<file path="src/rtl/chaos_pkg.sv">
// chaos_pkg: shared Q8.8 constants and sample type for the logistic-map generator
package chaos_pkg;
  localparam int W = 16;
  localparam int FRAC = 8;
  typedef logic [15:0] q8_8_t;
  localparam q8_8_t ONE = q8_8_t'(1) << FRAC;
  localparam q8_8_t Q_MAX = ONE - q8_8_t'(1);
endpackage

</file>
<file path="src/rtl/logistic_step.sv">
// logistic_step: combinational x*r*(1-x) in unsigned fixed point; ports i x, r -> o next
module logistic_step
  import chaos_pkg::*;
#(
  parameter int W = chaos_pkg::W,
  parameter int FRAC = chaos_pkg::FRAC
) (
  input  logic [W-1:0] x,
  input  logic [W-1:0] r,
  output logic [W-1:0] next
);
  localparam logic [W-1:0] L_ONE = W'(1) << FRAC;
  localparam logic [W-1:0] L_MAX = L_ONE - W'(1);
  logic [2*W-1:0] w_m1;
  logic [2*W-1:0] w_m2;
  logic [2*W-1:0] w_p2;
  logic [W-1:0] w_p1;
  logic [W-1:0] w_om;
  always_comb begin
    w_m1 = (2*W)'(r) * (2*W)'(x);
    w_p1 = W'(w_m1 >> FRAC);
    w_om = (x >= L_ONE) ? '0 : L_ONE - x;
    w_m2 = (2*W)'(w_p1) * (2*W)'(w_om);
    w_p2 = w_m2 >> FRAC;
    next = (w_p2 >= (2*W)'(L_ONE)) ? L_MAX : W'(w_p2);
  end
endmodule

</file>
<file path="src/rtl/chaotic_map_1.sv">
// chaotic_map_1: logistic-map sample generator; clk, reset (async active-low), x_init seed, r control -> out state
module chaotic_map_1
  import chaos_pkg::*;
#(
  parameter int W = chaos_pkg::W,
  parameter int FRAC = chaos_pkg::FRAC
) (
  input  logic         clk,
  input  logic         reset,
  input  logic [W-1:0] x_init,
  input  logic [W-1:0] r,
  output logic [W-1:0] out
);
  logic [W-1:0] r_x;
  logic         r_loaded;
  logic [W-1:0] w_next;
  logistic_step #(.W(W), .FRAC(FRAC)) u_step (.x(r_x), .r(r), .next(w_next));
  always_ff @(posedge clk or negedge reset)
    if (!reset) begin
      r_x <= '0;
      r_loaded <= 1'b0;
    end else begin
      r_loaded <= 1'b1;
      r_x <= r_loaded ? w_next : x_init;
    end
  assign out = r_x;
endmodule

</file>
<file path="config.mk">
export PLATFORM = sky130hd
export DESIGN_NAME = chaotic_map_1
export DESIGN_NICKNAME = d
export VERILOG_FILES = /design/src/rtl/chaos_pkg.sv /design/src/rtl/logistic_step.sv /design/src/rtl/chaotic_map_1.sv
export SDC_FILE = /design/constraint.sdc
export NUM_CORES = 1
export LEC_CHECK = 0
export ABC_CLOCK_PERIOD_IN_PS = 12100
export CAP_MARGIN = 30
export CORE_MARGIN = 2
export CORE_UTILIZATION = 26
export CTS_BUF_LIST = sky130_fd_sc_hd__clkbuf_8
export CTS_CLUSTER_SIZE = 14
export DETAILED_ROUTE_END_ITERATION = 16
export HOLD_SLACK_MARGIN = 0.08
export PLACE_DENSITY_LB_ADDON = 0.3
export SLEW_MARGIN = 15
export SYNTH_ARGS = -nofsm -noshare
export SYNTH_HDL_FRONTEND = slang
export SYNTH_SLANG_ARGS = --single-unit
</file>
<file path="constraint.sdc">
create_clock -name clk -period 12.1 [get_ports clk]
set_input_delay 1.21 -clock clk [delete_from_list [all_inputs] [get_ports clk]]
set_output_delay 1.21 -clock clk [all_outputs]
set_load 0.01 [all_outputs]
</file>
== Yosys cells after proc, flatten, opt, wreduce, memory -nomap -nowiden ==
Cells that the tools add are included.

* Bits in registers: 17
* Word-level logic and storage cells: 10

* $add $sub $neg: 1
* Multipliers: 2
* Order comparisons: 2
* Multiplexer cells: 3

{| class="wikitable"
|+ Operators by type and width
! cell !! number
|-
| 16-bit two-way mux || 3
|-
| 16-bit by 16-bit multiplier with 32-bit output || 1
|-
| 24-bit by 9-bit >= comparator with 1-bit output (second input constant) || 1
|-
| 16-bit by 16-bit multiplier with 24-bit output || 1
|-
| 16-bit by 9-bit >= comparator with 1-bit output (second input constant) || 1
|-
| 9-bit by 16-bit subtractor with 16-bit output (first input constant) || 1
|}

== Depth between registers and ports, before layout ==
Gate-level depths: netlist of run 1.

* Depth in word-level cells: 6
* Mapped depth: 48
* Depth with buffers taken out: 45

== Cells and area by module ==
Synthesis of run 1 repeated with hierarchy kept, for this count alone.

* Cell total of the unflattened synthesis: 1811
* Area, all modules: 16089.2 sq um

{| class="wikitable"
|+ Modules (own cells, without submodules)
! module !! instances !! cells each !! area each (sq um) !! sequential area each (sq um)
|-
| logistic_step || 1 || 1775 || 15411.0 || 0.0
|-
| chaotic_map_1 || 1 || 36 || 678.2 || 425.4
|}

== Least setup slack after synthesis of run 1 ==
Ideal clock, no wire load.

* Path type: input to register
* From: in r[6]
* To: reg r_x[0] (netlist: out[0])
* Data arrival time: 12.455 ns
* Required time: 11.958 ns
* Path slack: -0.498 ns
* Cell stages on the path: 43
* Buffers on the path: 3
* Cell sequence: clkbuf_1 > nand2_1 > fa_1 > inv_1 > fa_1 > ha_1 > fa_1 > inv_1 > fa_1 > inv_1 > fa_1 > ha_1 > and3_1 > a221oi_4 > o21ai_2 > a31oi_4 > o21ai_1 > and3_1 > [7 not listed] > fa_1 > fa_1 > fa_1 > inv_1 > fa_1 > inv_1 > ha_1 > clkbuf_1 > nand2_1 > nor3_1 > a21boi_0 > o31a_1 > a21oi_1 > a21boi_0 > xnor2_1 > nand4_1 > nor4_4 > a31oi_1

* Word-level cells in the longest chain between the ends: 5

{| class="wikitable"
|+ RTL lines
! what !! RTL line !! text
|-
| start: declaration || chaotic_map_1.sv:11 || <nowiki>input logic [W-1:0] r,</nowiki>
|-
| 16-bit by 16-bit multiplier with 24-bit output * || logistic_step.sv:20 || <nowiki>w_m1 = (2*W)'(r) * (2*W)'(x);</nowiki>
|-
| 16-bit by 16-bit multiplier with 32-bit output * || logistic_step.sv:23 || <nowiki>w_m2 = (2*W)'(w_p1) * (2*W)'(w_om);</nowiki>
|-
| 24-bit by 9-bit >= comparator with 1-bit output || logistic_step.sv:25 || <nowiki>next = (w_p2 >= (2*W)'(L_ONE)) ? L_MAX : W'(w_p2);</nowiki>
|-
| 16-bit two-way mux * || logistic_step.sv:25 ||
|-
| 16-bit two-way mux * || chaotic_map_1.sv:24 || <nowiki>r_x <= r_loaded ? w_next : x_init;</nowiki>
|-
| end signal: assignment || chaotic_map_1.sv:24 ||
|-
| end: declaration || chaotic_map_1.sv:14 || <nowiki>logic [W-1:0] r_x;</nowiki>
|}

Mark *: on every way between the ends. The rest lies on a longest branch, timed or not.

== Worst setup path in the final report of run 1 ==
* From: in r[11]
* To: reg r_x[7] (netlist: out[7])

The elaborated chain is that of the path after synthesis.

==> flow_summary.json, run 1 <==
{
  "yosys.area.top_type": "fa_1",
  "route.detailed.drc": 0,
  "grt_overflow": 0,
  "max_freq_mhz": 83.9,
  "die_x_microns": 252,
  "setup.worst_path.end_class": "flip-flop",
  "drv_cap": 0,
  "clock_latency_ns": 0.25,
  "cts_root_buf": "clkbuf_8",
  "clock_sinks": 17,
  "dp_slack_ns": -0.896,
  "drtIter0Drc": 537,
  "first_global_vias": 14309,
  "outcome": "completed",
  "start_kind": "input pin",
  "fillers": 6374,
  "hold_end": "out[13]",
  "hold_viol": 0,
  "area_delta_synth_final_pct": 25.2,
  "final_util_pct": 33.0,
  "min_period_ns": 11.92,
  "viasPerCell": 4.37,
  "netlist_instances": 1794,
  "synth-seq-cells": 17,
  "cts.path.max_buffers": 2,
  "synth-xor-area-share_pct": 3.68,
  "crit_family": "adder cells",
  "r2r_cells": 42,
  "synth_edf_count": 0,
  "routed_wl_microns": 44300,
  "core_sq_um": 60500,
  "cts_tree": "built",
  "grtUsageTotal_pct": 14.6,
  "finalNonFillerCells": 2899,
  "yosys-top-cells-area": "fa_1 (45%), ha_1 (13%), inv_1 (10%), and2_1 (5.2%), nand2_1 (5.0%)",
  "ys_types": 69,
  "syn_area_per_cell_sq_um": 8.89,
  "synth-adder-area-share_pct": 58.4,
  "h-tree-depth": 1,
  "dpl.hpwl_microns": 38800,
  "seq_area_frac_synth_pct": 2.67,
  "crit_slowest_cell": "fa_1",
  "grt_pass1_wl_microns": 74500,
  "placed_cell_area_sq_um": 19100,
  "rows": 90,
  "io_buffers": 49,
  "start_util_pct": 26.4,
  "ant_nets": 0,
  "nets": 2680,
  "post-synth-top-count-cell": "inv_1",
  "wl_per_cell_microns": 15.3,
  "synth.area.mux_share_pct": 0.126,
  "fin_skew_ns": 0.00167,
  "place.gp.congestion": 0.863,
  "grt_setup_unrepaired": "true",
  "final_max_slew_viol_count": 0,
  "yosys.area_share.simple_pct": 16.4,
  "cp.required_ns": 12.22,
  "worstPathMaxFanout": 8,
  "fin_crit_sh_pct": 98.5,
  "synth_common_cells": "inv_1 (436), fa_1 (360), nand2_1 (213), ha_1 (168), and2_1 (133)",
  "clk_pin_slew_ns": 0.06,
  "async_reset_ff_share_pct": 100,
  "antenna_cells": 0,
  "placedCellCount": 2867,
  "antenna_found_initial": 2,
  "cp-startpoint": "r[11]",
  "design_area_sq_um": 20000,
  "crit_buf_inv": 9,
  "worstSetupPathType": "input pin to flip-flop",
  "cp_slowest_stage_delay_ns": 0.62,
  "max_slew.worst_pin.slew_ns": 0.806,
  "fp.dieArea_sq_um": 63300,
  "yosys_warnings": 0,
  "firstDrtPassIters": 5,
  "worstHoldStart": "r_loaded",
  "holdBufCountCts": 0,
  "synthesis.area_sq_um": 15900,
  "cp_common_cell": "fa_1",
  "synth-main-ff-cell": "dfrtp_1",
  "layout-drive-gt1-share_pct": 17.1,
  "grt_max_degree": 21,
  "synth_top_family_by_area": "adder cells",
  "yosysTopAreaCellShare_pct": 45.2,
  "setup_slack_ns": 0.176,
  "hold_depth": 1,
  "setup_violations": 0,
  "io_pins": 50,
  "hold_class": "flip-flop to flip-flop",
  "synth-compound-area-share_pct": 6.88,
  "maxSlewHeadroom_pct": 46.3,
  "reg2reg_setup_slack_ns": 0.58,
  "r2r-start": "out[8]",
  "critPathArrivalTime_ns": 12.04,
  "die_y_microns": 252,
  "vias": 12682,
  "numCtsBuffers": 3,
  "r2r-end": "out[7]"
}
## repair_timing
item                       in CTS  in global routing
resized for setup              93                114
setup buffers                  10                 18
setup endpoints to repair       8                  8
pin swaps                      35                 82
## kinds of logic after synthesis
| logic type | Yosys count |
|---|---|
| other | 2 |
| flip-flops | 17 |
| XOR/XNOR | 64 |
| buffers and inverters | 498 |
| AO/OA/AOI/OAI | 156 |
| multiplexers | 2 |
| AND/OR/NAND/NOR | 527 |
| adder cells (fa/ha/maj) | 528 |
## per-stage QoR
step | hold WS, ns | TNS [ns]
after floorplan | 0.515 | 0
after CTS | 0.803 | 0
after global routing | 0.852 | -1.29
after detailed placement | 0.791 | -7.03
after global placement | 0.787 | -5.97
final | 0.808 | 0
## sequential cells by signal (all words and copies together) (netlist names)
name,count
out,16
r_loaded,1
## layer usage
metal  global-route usage (%)  vias to the layer above  wire length, microns
li1                         -                     5923                     -
met1                     19.5                     6494                 19800
met2                     26.4                      216                 22400
met3                     1.03                       49                  1500
met4                     1.79                        0                   588
met5                        0                        -                     0
## worst max-delay path by stage
stage / to / cells past startpoint
2_1_floorplan: out[0] / 44
3_3_place_gp: out[7] / 42
3_5_place_dp: out[7] / 42
4_1_cts: out[7] / 44
5_1_grt: out[5] / 44
6_report: out[7] / 41
## area by class of cell
cell class                 count  area, sq um  share of cell area [%]
timing repair buffer         270         2190                    11.0
clock inverter                 1         3.75                  0.0188
clock buffer                   3         41.3                   0.207
tap                          782          978                    4.90
inverter                     436         1640                    8.20
sequential                    17          425                    2.13
multi-input combinational   1390        14700                    73.6
## worst reg2reg max path: cells and delay by family, from the launching register on
kind            cells  cell delay (ns)
fa+ha+maj          14             6.59
flops               1             0.80
buf+inv            10             0.73
compound gates     12             2.05
simple gates        6             1.19
## layout by cell type (no fill, tap or decap), drive strengths merged, types with 5 or more instances in the layout
cell type,n
and4,5
a21o,23
dfrtp,17
or2,8
xnor2,43
a31oi,15
nor2,80
clkbuf,7
nor3,11
nor2b,25
and3,6
clkdlybuf4s50,33
or3,6
o21a,5
xor2,21
a21oi,39
o21ai,24
nand2,213
nor4,7
nand4,11
o21bai,6
and2,133
inv,437
a211oi,7
fa,360
ha,168
nand3,11
conb,113
buf,230
o211ai,5
Power of run 1 is left out: the tool's default activity adds up to more than one toggle a clock period on the data nets, which glitch-free logic cannot reach.
==> run 2: changes to the inputs <==
- ABC_CLOCK_PERIOD_IN_PS: 12100 -> 11250
- CAP_MARGIN: 30 -> 5
- clock period: 12.1 -> 11.25 ns (I/O delays scaled with it)
==> run 2 against run 1 <==
Net effect:
- the flow now finishes with violations (negative setup slack)
- sequential cell count did not move
- hold slack improved by 0.022 ns
- clock skew fell by 0.00096 ns
- critical path depth rose by 1
- wire length fell by 1.0%
- die area did not move
- global-route usage rose by 0.16 points
- non-clock buffer count rose by 53
- design area rose by 2.7%
==> flow_summary.json, run 2 (synthesis gave the netlist of run 1 again) <==
{
  "outcome": "finished with violations",
  "violations": "negative setup slack",
  "route.detailed.drc": 0,
  "final_cell_mix": "inv_1 (413), fa_1 (350), buf_4 (247)",
  "use_met3_pct": 0.836,
  "cts_root_buf": "clkbuf_8",
  "viasPerCell": 4.37,
  "rows": 90,
  "wl_per_cell_microns": 14.9,
  "grt_pass1_wl_microns": 75200,
  "max_slew.worst_pin.slew_ns": 0.853,
  "maxSlewHeadroom_pct": 43.0,
  "setup.worst_path.end_class": "flip-flop",
  "hold_class": "flip-flop to flip-flop",
  "fin_crit_sh_pct": 104,
  "use_met2_pct": 26.9,
  "start_util_pct": 26.4,
  "min_period_ns": 11.75,
  "fp.dieArea_sq_um": 63300,
  "h-tree-depth": 1,
  "largest_register_ffs": 16,
  "io_buffers": 49,
  "clock_latency_ns": 0.25,
  "place.gp.congestion": 0.889,
  "routed_wl_microns": 43900,
  "placedCellCount": 2910,
  "dp_slack_ns": -1.48,
  "drv_cap": 0,
  "crit_slowest_cell": "fa_1",
  "hold_viol": 0,
  "ant_nets": 0,
  "cp_slowest_stage_delay_ns": 0.56,
  "numCtsBuffers": 3,
  "hold_ws_ns": 0.830,
  "clock_sinks": 17,
  "finalNonFillerCells": 2952,
  "worstPathMaxFanout": 8,
  "grt_busiest_layer": "met2",
  "vias": 12906,
  "antenna_found_initial": 0,
  "grt_setup_unrepaired": "true",
  "cp_common_cell": "fa_1",
  "firstDrtPassIters": 5,
  "dpl.hpwl_microns": 39200,
  "grtUsageTotal_pct": 14.7,
  "grt_overflow": 0,
  "drtIter0Drc": 569,
  "holdBufCountCts": 0,
  "area_delta_synth_final_pct": 28.6,
  "io_pins": 50,
  "die_x_microns": 252,
  "core_sq_um": 60500,
  "cts_tree": "built",
  "antenna_cells": 0,
  "grt.met1_usage_pct": 19.4,
  "cp.required_ns": 11.37,
  "cts.path.max_buffers": 2,
  "first_global_vias": 14699,
  "start_kind": "input pin",
  "max_freq_mhz": 85.1,
  "reg2reg_setup_slack_ns": -0.13,
  "setup_violations": 8,
  "final_max_slew_viol_count": 0,
  "setup_slack_ns": -0.499,
  "grt_max_degree": 18,
  "nets": 2733,
  "finalSetupTns_ns": -3.90,
  "clk_pin_slew_ns": 0.06,
  "fin_skew_ns": 0.000712,
  "die_y_microns": 252,
  "layout_commonest_cell": "inv_1",
  "critPathArrivalTime_ns": 11.87,
  "worstSetupPathType": "input pin to flip-flop",
  "layout-drive-gt1-share_pct": 20.4
}
==> run 2: cell types whose count changed in the layout (fill, tap and decap cells not counted), sizes merged <==
cell	change
dlygate4sd2	+2
buf	+50
clkdlybuf4s15	+4
clkbuf	-3
==> run 2: routing by layer <==
metal | part of all wire (%) | up-vias
li1 | - | 6037
met1 | 45 | 6618
met2 | 51 | 199
met3 | 2.5 | 52
met4 | 1.7 | 0
met5 | 0 | -
==> run 2: area by class of cell <==
class | instances | area (sq um)
fill | 6252 | 40000
multi-input combinational | 1390 | 14700
timing repair buffer | 323 | 2710
inverter | 436 | 1640
tap | 782 | 978
sequential | 17 | 425
clock buffer | 3 | 41.3
clock inverter | 1 | 3.75
==> run 2: final timing paths <==
path                       startpoint  endpoint  cells past startpoint
max in group asynchronous       reset    out[0]                      1
max                             r[10]    out[7]                     42
min                          r_loaded   out[14]                      1
min in group asynchronous       reset   out[14]                      1
min reg2reg                  r_loaded   out[14]                      1
max reg2reg                    out[1]    out[7]                     44
==> run 2: repair_timing <==
item	in CTS	in global routing
resized for setup	149	47
pin swaps	96	52
buffers inserted	33	5
setup endpoints to repair	8	8
==> run 2: stage by stage <==
| stage | util [%] | instance area (sq um) |
|---|---|---|
| floorplan | - | 16600 |
| global placement | 32.4 | 19600 |
| detailed placement | 32.4 | 19600 |
| CTS | 33.6 | 20300 |
| global route | 33.9 | 20500 |
| finish | 33.9 | 20500 |
==> run 2: critical path: cells and delay by family <==
family	cells	cell delay [ns]
adders and majority gates	14	6.57
and+or+nand+nor	6	1.27
buffers and inverters	12	1.21
AOI/OAI and AO/OA	9	1.51
muxes	1	0.20
Power of run 2 is left out for the same reason.
==> run 3: changes to the inputs <==
- CORE_MARGIN: 2 -> 3
==> run 3 against run 2 <==
Net effect:
- the flow still finishes with violations (negative setup slack)
- design area fell by 1.4%
- wire length down 2.1%
- utilization decreased by 0.48 points
- critical path depth is 3 higher
- fmax is 0.67% lower
- first-iteration DRC count decreased by 14%
- sequential cell count is the same
- via count fell by 1.1%
- die area is 1.6% higher
- cell count shrank 0.41%
- clock-buffer cell count unchanged
- critical endpoint is now out[4]
==> flow_summary.json, run 3 (synthesis gave the netlist of run 1 again) <==
{
  "layout-drive-gt1-share_pct": 18.5,
  "cp_common_cell": "fa_1",
  "design_area_sq_um": 20200,
  "route.detailed.drc": 0,
  "fin_skew_ns": 0.00599,
  "worstPathMaxFanout": 8,
  "io_buffers": 49,
  "hold_viol": 0,
  "grt_max_degree": 18,
  "place.gp.congestion": 0.872,
  "drtIter0Drc": 489,
  "fin_crit_sh_pct": 105,
  "cp.required_ns": 11.38,
  "setup_slack_ns": -0.579,
  "drv_cap": 0,
  "cp_slowest_stage_delay_ns": 0.57,
  "violations": "negative setup slack",
  "dpl.hpwl_microns": 38500,
  "cts.path.max_buffers": 2,
  "setup.worst_path.end_class": "flip-flop",
  "critPathArrivalTime_ns": 11.95,
  "min_period_ns": 11.83,
  "ant_nets": 0,
  "start_kind": "input pin",
  "antenna_found_initial": 1,
  "area_delta_synth_final_pct": 26.8,
  "crit_slowest_cell": "fa_1",
  "placed_cell_area_sq_um": 19500,
  "grt_pass1_wl_microns": 73600,
  "nets": 2720,
  "clock_latency_ns": 0.25,
  "cts_root_buf": "clkbuf_8",
  "maxSlewHeadroom_pct": 37.3,
  "hold_class": "flip-flop to flip-flop",
  "die_y_microns": 254,
  "clock_sinks": 17,
  "wl_per_cell_microns": 14.6,
  "grtUsageTotal_pct": 14.2,
  "rows": 90,
  "hold_ws_ns": 0.846,
  "core_sq_um": 60500,
  "firstDrtPassIters": 5,
  "first_global_vias": 14410,
  "holdBufCountCts": 0,
  "layout_commonest_cell": "inv_1",
  "largest_register_ffs": 16,
  "max_freq_mhz": 84.5,
  "clk_pin_slew_ns": 0.07,
  "routed_wl_microns": 43000,
  "final_max_slew_viol_count": 0,
  "h-tree-depth": 1,
  "grt_overflow": 0,
  "worstSetupPathType": "input pin to flip-flop",
  "io_pins": 50,
  "die_x_microns": 254,
  "vias": 12764,
  "final_cell_mix": "inv_1 (428), fa_1 (351), buf_4 (244)",
  "outcome": "finished with violations",
  "fp.dieArea_sq_um": 64300,
  "viasPerCell": 4.34,
  "numCtsBuffers": 3,
  "cts_tree": "built",
  "start_util_pct": 26.4,
  "grt_setup_unrepaired": "true",
  "max_slew.worst_pin.slew_ns": 0.936,
  "finalSetupTns_ns": -4.57,
  "setup_violations": 8
}
==> run 3: cell types whose count changed in the layout (fill, tap and decap cells not counted), sizes merged <==
| cell | before | now |
|---|---|---|
| dlygate4sd2 | 4 | 6 |
| clkdlybuf4s15 | 5 | 1 |
| diode | 0 | 1 |
| buf | 280 | 266 |
| clkbuf | 4 | 7 |
==> run 3: worst paths after layout <==
path,from,to,slack (ns),cells past startpoint
worst max-delay path,r[5],out[4],-0.58,45
worst min-delay path,r_loaded,out[9],0.85,1
worst max register to register,out[6],out[4],-0.15,43
worst min register to register,r_loaded,out[9],0.85,1
max in group asynchronous,reset,out[2],9.36,1
min in group asynchronous,reset,out[14],1.35,1
==> run 3: cell type report <==
class                      count  area, sq um
multi-input combinational   1390        14600
sequential                    17          425
fill                        6297        40300
timing repair buffer         310         2500
tap                          782          978
antenna                        1         2.50
clock buffer                   3         41.3
clock inverter                 1         3.75
inverter                     436         1640
==> run 3: critical path, delay by kind of cell <==
| kind | cells | cell delay, ns |
|---|---|---|
| AOI/OAI and AO/OA | 14 | 2.33 |
| and+or+nand+nor | 5 | 0.97 |
| buffers and inverters | 12 | 0.99 |
| adders and majority gates | 14 | 6.51 |
==> run 3: repair_timing <==
item | in CTS | in global routing
setup endpoints to repair | 8 | 8
pin swaps | 35 | 37
gates cloned | 2 | 0
gates resized for setup | 119 | 42
buffers inserted | 17 | 4
==> run 3: routing by layer <==
metal,share of wire [%],vias to the layer above,wire length [microns],GRT usage [%]
li1,-,6007,-,-
met1,46,6546,19800,19.5
met2,50,175,21300,25.1
met3,2.5,36,1090,0.553
met4,1.7,0,742,2.44
met5,0,-,0,0
==> run 3: through the flow <==
stage               worst slack (ns)  utilization (%)  instances
finish                        -0.579             33.4       2940
global route                  -0.909             33.4       2940
CTS                           -0.603             33.1       2935
detailed placement             -1.44             32.3       2912
global placement               -1.42             32.3       2912
floorplan                     -0.463                -       1905
Power of run 3 is left out for the same reason.
